$ cat config.mk
export PLATFORM = sky130hd
export DESIGN_NAME = rr_grant_arbiter
export DESIGN_NICKNAME = d
export VERILOG_FILES = /design/src/rtl/arb_pkg.sv /design/src/rtl/rr_pick.sv /design/src/rtl/rr_grant_arbiter.sv
export SDC_FILE = /design/constraint.sdc
export NUM_CORES = 1
export LEC_CHECK = 0
export ABC_AREA = 1
export BUFFER_PORTS_ARGS = -buffer_cell sky130_fd_sc_hd__buf_2
export CAP_MARGIN = 0
export CORE_UTILIZATION = 47
export CTS_BUF_LIST = sky130_fd_sc_hd__clkbuf_16
export DETAILED_ROUTE_END_ITERATION = 10
export GPL_TIMING_DRIVEN = 0
export PLACE_DENSITY = 0.79
export SLEW_MARGIN = 20
export SYNTH_ARGS = -nofsm -noshare
export SYNTH_HDL_FRONTEND = slang
export SYNTH_SLANG_ARGS = --single-unit
$ cat constraint.sdc
create_clock -name clk -period 1.5 [get_ports clk]
set_input_delay 0.3 -clock clk [delete_from_list [all_inputs] [get_ports clk]]
set_output_delay 0.3 -clock clk [all_outputs]
set_load 0.02 [all_outputs]
$ cat src/rtl/arb_pkg.sv
// Shared types and helpers for the round-robin grant arbiter.
package arb_pkg;

   typedef enum logic {
      IDLE = 1'b0,
      OWN  = 1'b1
   } arb_state_e;

   // Index width needed to address n requesters; never below one bit.
   function automatic int calc_idw(input int n);
      return (n > 1) ? $clog2(n) : 1;
   endfunction

endpackage

$ cat src/rtl/rr_pick.sv
// Combinational round-robin search: first set request at or after ptr,
// wrapping once around the requester ring.
module rr_pick
   import arb_pkg::*;
#(
   parameter int N   = 8,
   parameter int IDW = calc_idw(N)
) (
   input  logic [N-1:0]   req,
   input  logic [IDW-1:0] ptr,
   output logic           any,
   output logic [IDW-1:0] idx
);

   // Lower copy keeps only requesters at or above ptr; upper copy is the
   // unmasked wrap-around, so one LSB-first scan covers ptr..N-1, 0..ptr-1.
   logic [2*N-1:0] req_dbl;

   genvar g;
   generate
      for (g = 0; g < N; g++) begin : g_mask
         assign req_dbl[g]     = req[g] & (ptr <= IDW'(g));
         assign req_dbl[N + g] = req[g];
      end
   endgenerate

   always_comb begin
      // NOTE: combinational logic uses blocking assignments with every output
      // defaulted first, so the loop reads its own partial result and no latch forms.
      any = 1'b0;
      idx = '0;
      for (int j = 0; j < 2 * N; j++) begin
         if (req_dbl[j] && !any) begin
            any = 1'b1;
            idx = IDW'(j % N);
         end
      end
   end

endmodule

$ cat src/rtl/rr_grant_arbiter.sv
// Round-robin arbiter with held grants and a rotating priority pointer.
// Define ARB_TIMEOUT_EN to force release after HOLD_MAX+1 consecutive grant cycles.
module rr_grant_arbiter
   import arb_pkg::*;
#(
   parameter int N        = 8,
   parameter int IDW      = calc_idw(N),
   parameter int HOLD_MAX = 15
) (
   input  logic           clk,
   input  logic           rst,
   input  logic [N-1:0]   req,
   output logic [N-1:0]   gnt,
   output logic           gnt_valid,
   output logic [IDW-1:0] gnt_id,
   output logic [IDW-1:0] ptr,
   output logic           preempt
);

   arb_state_e     state_q, state_d;
   logic [N-1:0]   gnt_q, gnt_d;
   logic [IDW-1:0] id_q, id_d;
   logic [IDW-1:0] ptr_q, ptr_d;
   logic           preempt_q, preempt_d;

   logic           pick_any;
   logic [IDW-1:0] pick_idx;
   logic [IDW-1:0] ptr_next;
   logic           owner_req;
   logic           timeout_hit;
   logic           drop_grant;

   rr_pick #(
      .N   (N),
      .IDW (IDW)
   ) u_pick (
      .req (req),
      .ptr (ptr_q),
      .any (pick_any),
      .idx (pick_idx)
   );

   assign owner_req  = req[id_q];
   assign drop_grant = (state_q == OWN) && (!owner_req || timeout_hit);
   // Explicit wrap keeps ptr inside 0..N-1 for non-power-of-two N.
   assign ptr_next   = (id_q == IDW'(N - 1)) ? '0 : id_q + 1'b1;

`ifdef ARB_TIMEOUT_EN
   localparam int HW = (HOLD_MAX > 0) ? $clog2(HOLD_MAX + 1) : 1;

   logic [HW-1:0] hold_q, hold_d;

   assign timeout_hit = (hold_q == HW'(HOLD_MAX));

   always_comb begin
      hold_d = hold_q;
      if (state_q == IDLE) begin
         hold_d = '0;
      end else if (!drop_grant) begin
         hold_d = hold_q + 1'b1;
      end
   end

   always_ff @(posedge clk or posedge rst) begin
      if (rst) begin
         hold_q <= '0;
      end else begin
         hold_q <= hold_d;
      end
   end
`else
   logic unused_hold_max;

   assign unused_hold_max = (HOLD_MAX != 0);
   assign timeout_hit     = 1'b0;
`endif

   always_comb begin
      state_d   = state_q;
      gnt_d     = gnt_q;
      id_d      = id_q;
      ptr_d     = ptr_q;
      preempt_d = 1'b0;
      case (state_q)
         IDLE: begin
            if (pick_any) begin
               state_d = OWN;
               gnt_d   = N'(1) << pick_idx;
               id_d    = pick_idx;
            end
         end
         OWN: begin
            // Other requesters are ignored until the owner lets go.
            if (drop_grant) begin
               state_d   = IDLE;
               gnt_d     = '0;
               id_d      = '0;
               ptr_d     = ptr_next;
               preempt_d = owner_req;
            end
         end
         default: state_d = IDLE;
      endcase
   end

   always_ff @(posedge clk or posedge rst) begin
      if (rst) begin
         state_q   <= IDLE;
         gnt_q     <= '0;
         id_q      <= '0;
         ptr_q     <= '0;
         preempt_q <= 1'b0;
      end else begin
         // NOTE: registered state uses non-blocking assignments so every flop
         // samples the pre-edge values regardless of statement order.
         state_q   <= state_d;
         gnt_q     <= gnt_d;
         id_q      <= id_d;
         ptr_q     <= ptr_d;
         preempt_q <= preempt_d;
      end
   end

   assign gnt       = gnt_q;
   assign gnt_valid = |gnt_q;
   assign gnt_id    = id_q;
   assign ptr       = ptr_q;
   assign preempt   = preempt_q;

endmodule

---- Word-level counts from Yosys, hierarchy flattened ----
Cells that the tools add are included.
storage, ports and cells
  input port bits ......................... 10
  word-level logic and storage cells ...... 108
  register bits ........................... 16
  output and inout bits ................... 16
cells by class
  bitwise logic cells ..................... 9
  muxes and demuxes ....................... 45
  reductions and logical operators ........ 35
  $lt $le $gt $ge ......................... 9
  add/subtract/negate cells ............... 1
  shift-type cells ........................ 1
  eq/ne operators ......................... 3
operator list
  cell                                                             number
  two-way mux 3 bit                                                15
  two-way mux 1 bit                                                22
  logical AND 1 bit                                                16
  logical NOT 1 bit                                                16
  two-way mux 8 bit                                                2
  case mux 8 bit (2 select lines)                                  1
  less-or-equal comparator 3 bit (second input constant)           4
  AND 1 bit                                                        8
  OR reduction 8 bit                                               1
  left shift 1 x 3 -> 8 bit (first input constant)                 1
  less-or-equal comparator 3 x 1 -> 1 bit (second input constant)  2
  less-or-equal comparator 3 x 2 -> 1 bit (second input constant)  2
  case mux 3 bit (2 select lines)                                  1
  less-than comparator 3 x 4 -> 1 bit (second input constant)      1
  two-way mux 2 bit                                                2
  AND reduction 2 bit                                              2
  adder 3 x 1 -> 3 bit (second input constant)                     1
  binary-select mux 1 bit (select 3 bit)                           1
  == test 3 bit (second input constant)                            1
  != test 2 x 1 -> 1 bit (second input constant)                   1
  != test 2 bit (second input constant)                            1
  case mux 1 bit (2 select lines)                                  1
  inverter 1 bit                                                   1

---- Depth between registers and ports, before layout ----
Gate-level depths: netlist of the first run.
  depth in word-level cells ............... 51
  depth in mapped cells ................... 17
  mapped depth without buffers ............ 17

---- Cells and area by module ----
From an unflattened synthesis of the first run, not the netlist that was laid out.
second synthesis, totals
  cell total of the unflattened synthesis .. 162
  area, all modules ....................... 1127.3 sq um
modules (own cells, without submodules)
  module            seq. area each (sq um)  area each (sq um)  times used  cells each
  rr_grant_arbiter  400.4                   843.3              1           111
  rr_pick           0.0                     284.0              1           51

---- Least setup slack after synthesis of the first run ----
No wires, ideal clock.
  path type ............................... reg-to-reg
  start point ............................. register ptr_q[2] (netlist: ptr[2])
  end point ............................... register gnt_q[1] (netlist: gnt[1])
  slack ................................... -365 ps
  data arrival time ....................... 1800 ps
  stages on the path, launching flop included .. 15
  setup time .............................. 65 ps
  data required time ...................... 1435 ps
  clock period less this slack ............ 1865 ps
  path buffers ............................ 0
  cells stage by stage .................... dfrtp_1 -> inv_2 -> nand3_2 -> nand2_2 -> nor2_2 -> nand4_2 -> nor2_4 -> nand4_4 -> nor2_4 -> nand3_1 -> nand2_2 -> inv_2 -> nor2_2 -> nand2_1 -> nand2_1
between the ends
  longest elaborated chain between the ends .. 51
  elaborated cells between the ends (all ways) .. 82
  classes of those cells .................. 8 x order compare; 1 x eq/ne; 1 x shift; 33 x mux; 8 x bitwise; 31 x reduce/logical
ends and longest elaborated chain
  item                                     RTL line                 RTL
  start: declaration                       rr_grant_arbiter.sv:23   logic [IDW-1:0] ptr_q, ptr_d;
  start signal: assignment                 rr_grant_arbiter.sv:119  ptr_q <= ptr_d;
  less-or-equal comparator 3 x 1 -> 1 bit  rr_pick.sv:22            assign req_dbl[g] = req[g] & (ptr <= IDW'(g));
  AND 1 bit                                rr_pick.sv:22
  two-way mux 1 bit                        rr_pick.sv:33            if (req_dbl[j] && !any) begin
  logical NOT 1 bit                        rr_pick.sv:33
  logical AND 1 bit                        rr_pick.sv:33
  two-way mux 1 bit                        rr_pick.sv:33
  logical NOT 1 bit                        rr_pick.sv:33
  logical AND 1 bit                        rr_pick.sv:33
  (+35 left out)                           n/a
  logical AND 1 bit                        rr_pick.sv:33
  two-way mux 1 bit                        rr_pick.sv:33
  logical NOT 1 bit                        rr_pick.sv:33
  logical AND 1 bit                        rr_pick.sv:33
  two-way mux 3 bit                        rr_pick.sv:33
  left shift 1 x 3 -> 8 bit                rr_grant_arbiter.sv:88   gnt_d = N'(1) << pick_idx;
  two-way mux 8 bit                        rr_grant_arbiter.sv:86   if (pick_any) begin
  case mux 8 bit (2 select lines)          rr_grant_arbiter.sv:84   case (state_q)
  end signal: assignment                   rr_grant_arbiter.sv:117  gnt_q <= gnt_d;
  end: declaration                         rr_grant_arbiter.sv:21   logic [N-1:0] gnt_q, gnt_d;
Several ways; a longest one is shown, not always the timed one. The select of a mux whose other input is x is not followed.
A chain may end at the register's enable or synchronous reset.

---- Worst setup path after layout of the first run ----
  start point ............................. register ptr_q[0] (netlist: ptr[0])
  end point ............................... register gnt_q[0] (netlist: gnt[0])
The elaborated chain is that of the path after synthesis.

==> flow_summary.json, run 1 <==
{
  "outcome": "finished, violations left",
  "violations": "negative setup slack",
  "p_comb_share_pct": 58.4,
  "cts-root-buf": "clkbuf_16",
  "syn2layout_area_growth_pct": 42.9,
  "synth_top_cell_area_share_pct": 37.9,
  "mostFrequentLayoutCell": "nand2_1",
  "die_y_um": 49.4,
  "finish.utilization_pct": 73.9,
  "synth-seq-cells": 16,
  "switching_share_pct": 48.7,
  "syn_area_um2": 1060,
  "power_switching_mw": 1.54,
  "hold_path_class": "in -> async",
  "final_nets": 196,
  "core_area_um2": 2040,
  "yosysWarnings": 0,
  "final_cell_count_no_fill": 210,
  "critical_path_arrival_ns": 2.17,
  "finalHoldViolCount": 0,
  "overflow": 0,
  "yosysSeqAreaShare_pct": 37.9,
  "setup_viol": 15,
  "r2r_start": "ptr[0]",
  "final_cell_mix": "40 x nand2_1, 24 x buf_2, 15 x inv_1, 12 x dfrtp_1",
  "worst_pin_slew_ns": 0.597,
  "dieArea_um2": 2440,
  "rsz0062_at_grt": "true",
  "grt_pass1_vias": 1102,
  "placementRows": 16,
  "p_leak_nw": 0.795,
  "place.detailed.hpwl_mm": 1.92,
  "end_kind": "flip-flop",
  "n_fill_cell": 146,
  "ff2ff_setup_slack_ns": -0.48,
  "skew_ns": 0.00527,
  "syn_nets": 159,
  "routed_wirelength_mm": 3.00,
  "critPathKind": "reg -> reg",
  "required_ns": 1.69,
  "power_density_nw_per_um2": 2100,
  "grt_pass1_wl_mm": 4.82,
  "cpPeakStageDelay_ns": 0.39,
  "p_clk_share_pct": 16.4,
  "hold_ws_ns": 0.109,
  "clk_path_buf_depth": 2,
  "dr.pass1.iters": 4,
  "initial_core_util_pct": 51.7,
  "ys_types": 23,
  "slew_headroom_pct": 60.1,
  "totalPowerFinal_mw": 3.17,
  "wire_per_inst_um": 14.3,
  "gp_congestion": 0.863,
  "grt_max_degree": 17,
  "htreeDepth": 1,
  "multi_input_area_um2": 713,
  "fin_ws_ns": -0.483,
  "yosys.area.top_type": "dfrtp_1",
  "pin_count": 26,
  "fin_tns_setup_ns": -5.56,
  "die_w_um": 49.4,
  "netlist_instances": 147,
  "avgSynthCellArea_um2": 7.18,
  "clk_pin_slew_ns": 0.05,
  "grt.total_usage_pct": 26.1,
  "drc": 0,
  "cp-start-kind": "flip-flop",
  "worstSetupStartpoint": "ptr[0]",
  "via_count": 1150,
  "seqPwrFrac_pct": 25.2,
  "path_max_fanout": 8,
  "period_share_pct": 132,
  "antenna_found_initial": 0,
  "fin_crit_ns": 1.98,
  "cts_tree": "done",
  "drv_cap": 0,
  "crit_chain": "nand2_2 > nand3_2 > nand2_2 > nor2_4 > nand4_4 > nor2_4 > nand4_4 > nor2_4 > nand4_4 > nand2_4 > nand2_4 > clkinv_4 > nand2_1 > nand2_1",
  "place_inst": 199,
  "clk_latency_ns": 0.25,
  "clkSinkCount": 16,
  "fmax_ghz": 0.504,
  "seqCellArea_um2": 405,
  "cp_slowest_cell": "dfrtp_2",
  "p_int_mw": 1.62,
  "drive_above_1_share_pct": 45.4,
  "drt_first_iter_violations": 37,
  "vdd_ir_drop_max_v": 0.00134,
  "routed_via_density": 5.48,
  "ant_nets": 0,
  "synth_area_leaders": "dfrtp_1 38%, nand2_1 16%, inv_1 5.7%, nor2_1 3.9%, o21ai_0 3.8%",
  "n_antenna_cell": 0,
  "slew_violations": 0,
  "portBuffers": 25,
  "cts_buffers": 3
}
==> power groups by stage <==
stage | logic (mW) | registers (mW) | clock network (mW)
2_1_floorplan | 0.910 | 0.923 | 0
3_3_place_gp | 1.44 | 0.760 | 0
3_5_place_dp | 1.47 | 0.772 | 0
4_1_cts | 1.64 | 0.772 | 0.519
5_1_grt | 2.01 | 0.822 | 0.547
6_report | 1.85 | 0.797 | 0.520
==> final timing paths <==
check,end,cells after the start
setup / recovery,gnt[0],14
hold / removal,state_q,2
setup reg to reg,gnt[0],14
hold reg to reg,gnt[4],2
max in group asynchronous,ptr[1],2
min in group clk,gnt[7],5
==> critical path: cells and delay by family, from the launching register on <==
family                 cells  cell delay, ns
buffers and inverters      1            0.09
AND/OR/NAND/NOR           13            1.43
flip-flops                 1            0.39
==> flip-flops by register name, summed over array words and instances (netlist names) <==
| signal | cells |
|---|---|
| gnt_id | 3 |
| gnt | 8 |
| ptr | 3 |
| state_q | 1 |
| preempt | 1 |
==> per-layer routing <==
metal | part of all wire [%] | routed length (um) | vias up | global-route usage (%)
li1 | - | - | 550 | -
met1 | 41 | 1230 | 536 | 31.8
met2 | 50 | 1500 | 54 | 44.3
met3 | 6.2 | 186 | 10 | 4.67
met4 | 2.8 | 84 | 0 | 12.4
met5 | 0 | 0 | - | 0
==> synth_stat cells <==
cell type and count:
dfrtp_1 16, clkinv_2 1, nand3_2 2, nand4_2 3, ha_1 2, o21ai_1 7, o22ai_1 1, o31ai_1 1
nand4_4 1, nor2_2 3, nand2_2 5, nor4_1 2, inv_2 5, a21oi_1 7, a31oi_1 1, nor2_1 11
o21ai_0 8, conb_1 1, inv_1 16, nand2_1 45, nor2_4 2, a41oi_1 1, nand3_1 6
==> layout make-up <==
type / count / area share [%]
multi-input combinational: 109 / 47.3
sequential: 16 / 26.9
timing repair buffer: 32 / 12.4
inverter: 22 / 5.97
clock buffer: 3 / 4.98
tap: 27 / 2.24
clock inverter: 1 / 0.249
==> cell families after synthesis <==
group | count (synthesis) | share of synthesized area [%]
buffers and inverters | 22 | 7.94
AND/OR/NAND/NOR | 80 | 38.3
other | 1 | 0.355
AO/OA/AOI/OAI | 26 | 13.2
adder cells (fa/ha/maj) | 2 | 2.37
flip-flops | 16 | 37.9
==> timing repair <==
| item | 4_1_cts | 5_1_grt |
|---|---|---|
| pin swaps | 3 | 6 |
| setup endpoints to repair | 15 | 16 |
| setup buffers | 3 | 4 |
| gates resized for setup | 9 | 17 |
| hold buffers | 0 | 0 |
| cloned | 0 | 0 |
==> through the flow <==
stage | setup WS [ns] | instance area (um2)
finish | -0.483 | 1510
global route | -0.622 | 1510
detailed placement | -0.434 | 1260
global placement | -0.399 | 1260
floorplan | -0.256 | 1110
CTS | -0.382 | 1400
Power figures use the tool's default switching activity.
==> run 2, diff against run 1 <==
CORE_ASPECT_RATIO = 1.4   (was default)
==> flow_summary.json, run 2 (synthesis results as in run 1) <==
{
  "outcome": "finished, violations left",
  "violations": "negative setup slack",
  "finish.utilization_pct": 67.6,
  "via_count": 1139,
  "die_w_um": 42.1,
  "setup_viol": 12,
  "vdd_ir_drop_max_v": 0.00158,
  "clk_latency_ns": 0.25,
  "r2r_start": "ptr[1]",
  "cpPeakStageDelay_ns": 0.41,
  "fin_crit_ns": 2.00,
  "end_kind": "flip-flop",
  "ff2ff_setup_slack_ns": -0.50,
  "grt_max_degree": 17,
  "drt_first_iter_violations": 39,
  "cp-start-kind": "flip-flop",
  "totalPowerFinal_mw": 2.96,
  "pin_count": 26,
  "drc": 0,
  "critical_path_buf_inv_count": 1,
  "hold_buffers": 0,
  "grt_pass1_wl_mm": 5.15,
  "cts-root-buf": "clkbuf_16",
  "placementRows": 19,
  "slew_headroom_pct": 60.9,
  "p_leak_nw": 0.752,
  "ant_nets": 0,
  "dr.pass1.iters": 4,
  "wire_per_inst_um": 14.9,
  "gp_congestion": 0.859,
  "clkSinkCount": 16,
  "place.detailed.hpwl_mm": 2.27,
  "portBuffers": 25,
  "dieArea_um2": 2440,
  "antenna_found_initial": 0,
  "overflow": 0,
  "required_ns": 1.64,
  "crit-reg2reg-capture": "gnt[2]",
  "power_density_nw_per_um2": 2140,
  "postPlaceCellArea_um2": 1260,
  "core_area_um2": 2040,
  "path_max_fanout": 5,
  "drv_cap": 0,
  "cts_tree": "done",
  "worstRegToRegCells": 13,
  "fmax_ghz": 0.501,
  "syn2layout_area_growth_pct": 30.9,
  "grt_pass1_vias": 1155,
  "final_nets": 192,
  "clk_pin_slew_ns": 0.05,
  "routed_via_density": 5.70,
  "finish.instance_area_um2": 1380,
  "die_y_um": 58.1,
  "final_cell_mix": "42 x nand2_1, 25 x buf_2, 13 x inv_1, 12 x dfrtp_1, 10 x nor2_1",
  "mostFrequentLayoutCell": "nand2_1",
  "largest_reg_flops": 8,
  "critical_path_arrival_ns": 2.13,
  "routed_wirelength_mm": 2.97,
  "hold_ws_ns": 0.104,
  "clk_path_buf_depth": 2,
  "cp_top_family": "simple AND/OR/NAND/NOR gates",
  "drive_above_1_share_pct": 39.7,
  "slew_violations": 0,
  "initial_core_util_pct": 51.7,
  "cts_buffers": 3,
  "finalHoldViolCount": 0,
  "skew_ns": 0.00115,
  "hold_path_class": "in -> async",
  "cp_common_cell": "nor2_4",
  "cp_slowest_cell": "dfrtp_2",
  "rsz0062_at_grt": "true",
  "critPathKind": "reg -> reg",
  "worst_pin_slew_ns": 0.586,
  "n_antenna_cell": 0,
  "fin_ws_ns": -0.498,
  "crit_chain": "inv_2 > nand3_2 > nand2_2 > nor2_4 > nand4_4 > nor2_4 > nand4_4 > nor2_4 > nand4_2 > nand2_2 > nor2_1 > nand2_1 > nand2_1",
  "period_share_pct": 133,
  "htreeDepth": 1,
  "grt.total_usage_pct": 28.2
}
==> run 2: cell types whose count changed in the layout (fill, tap and decap cells not counted), sizes merged <==
cell	delta
buf	-4
==> run 2: repair_timing <==
action                     in CTS  in global routing
setup endpoints to repair      16                 16
gates resized for setup         7                  2
setup buffers                   0                  3
pin swaps                       0                  3
==> run 2: through the flow <==
stage | instances | setup TNS [ns] | setup slack, ns
4_1_cts | 197 | -4.81 | -0.431
5_1_grt | 200 | -6.71 | -0.606
3_5_place_dp | 193 | -6.06 | -0.518
6_report | 200 | -5.36 | -0.498
2_1_floorplan | 147 | -2.81 | -0.256
3_3_place_gp | 193 | -4.89 | -0.433
==> run 2: area by class of cell <==
class	instances	area (um2)
Inverter	22	90.1
Fill cell	176	662
Clock inverter	1	3.75
Multi-Input combinational cell	109	634
Clock buffer	3	75.1
Tap cell	21	26.3
Timing Repair Buffer	28	148
Sequential cell	16	405
==> run 2: metal layers <==
layer	up-vias	global-route usage (%)	part of all wire, %
met5	-	0	0
li1	542	-	-
met3	15	4.36	4.9
met1	531	31.1	36
met4	0	16.5	4.7
met2	51	50.7	54
==> run 2: power breakdown <==
group          switching [mW]  internal [mW]  leakage (nW)  total, mW
logic                    1.09          0.555         0.510       1.65
clock network           0.167          0.354        0.0385      0.521
registers               0.190          0.601         0.204      0.791
total                    1.45           1.51         0.752       2.96
==> run 2: worst max path at each step <==
stage | cells past startpoint | start | slack [ns] | end
global route | 13 | ptr[1] | -0.61 | gnt[2]
floorplan | 14 | ptr[1] | -0.26 | gnt[2]
global placement | 15 | req[0] | -0.43 | gnt[0]
finish | 13 | ptr[1] | -0.50 | gnt[2]
detailed placement | 15 | req[0] | -0.52 | gnt[2]
CTS | 13 | ptr[1] | -0.43 | gnt[2]
==> run 2: worst register-to-register path, stage by stage (launching register included) <==
cell and delay, ns:
dfrtp_2 0.41, inv_2 0.07, nand3_2 0.10, nand2_2 0.08, nor2_4 0.17, nand4_4 0.11
nor2_4 0.15, nand4_4 0.10, nor2_4 0.19, nand4_2 0.14, nand2_2 0.12, nor2_1 0.10
nand2_1 0.09, nand2_1 0.06
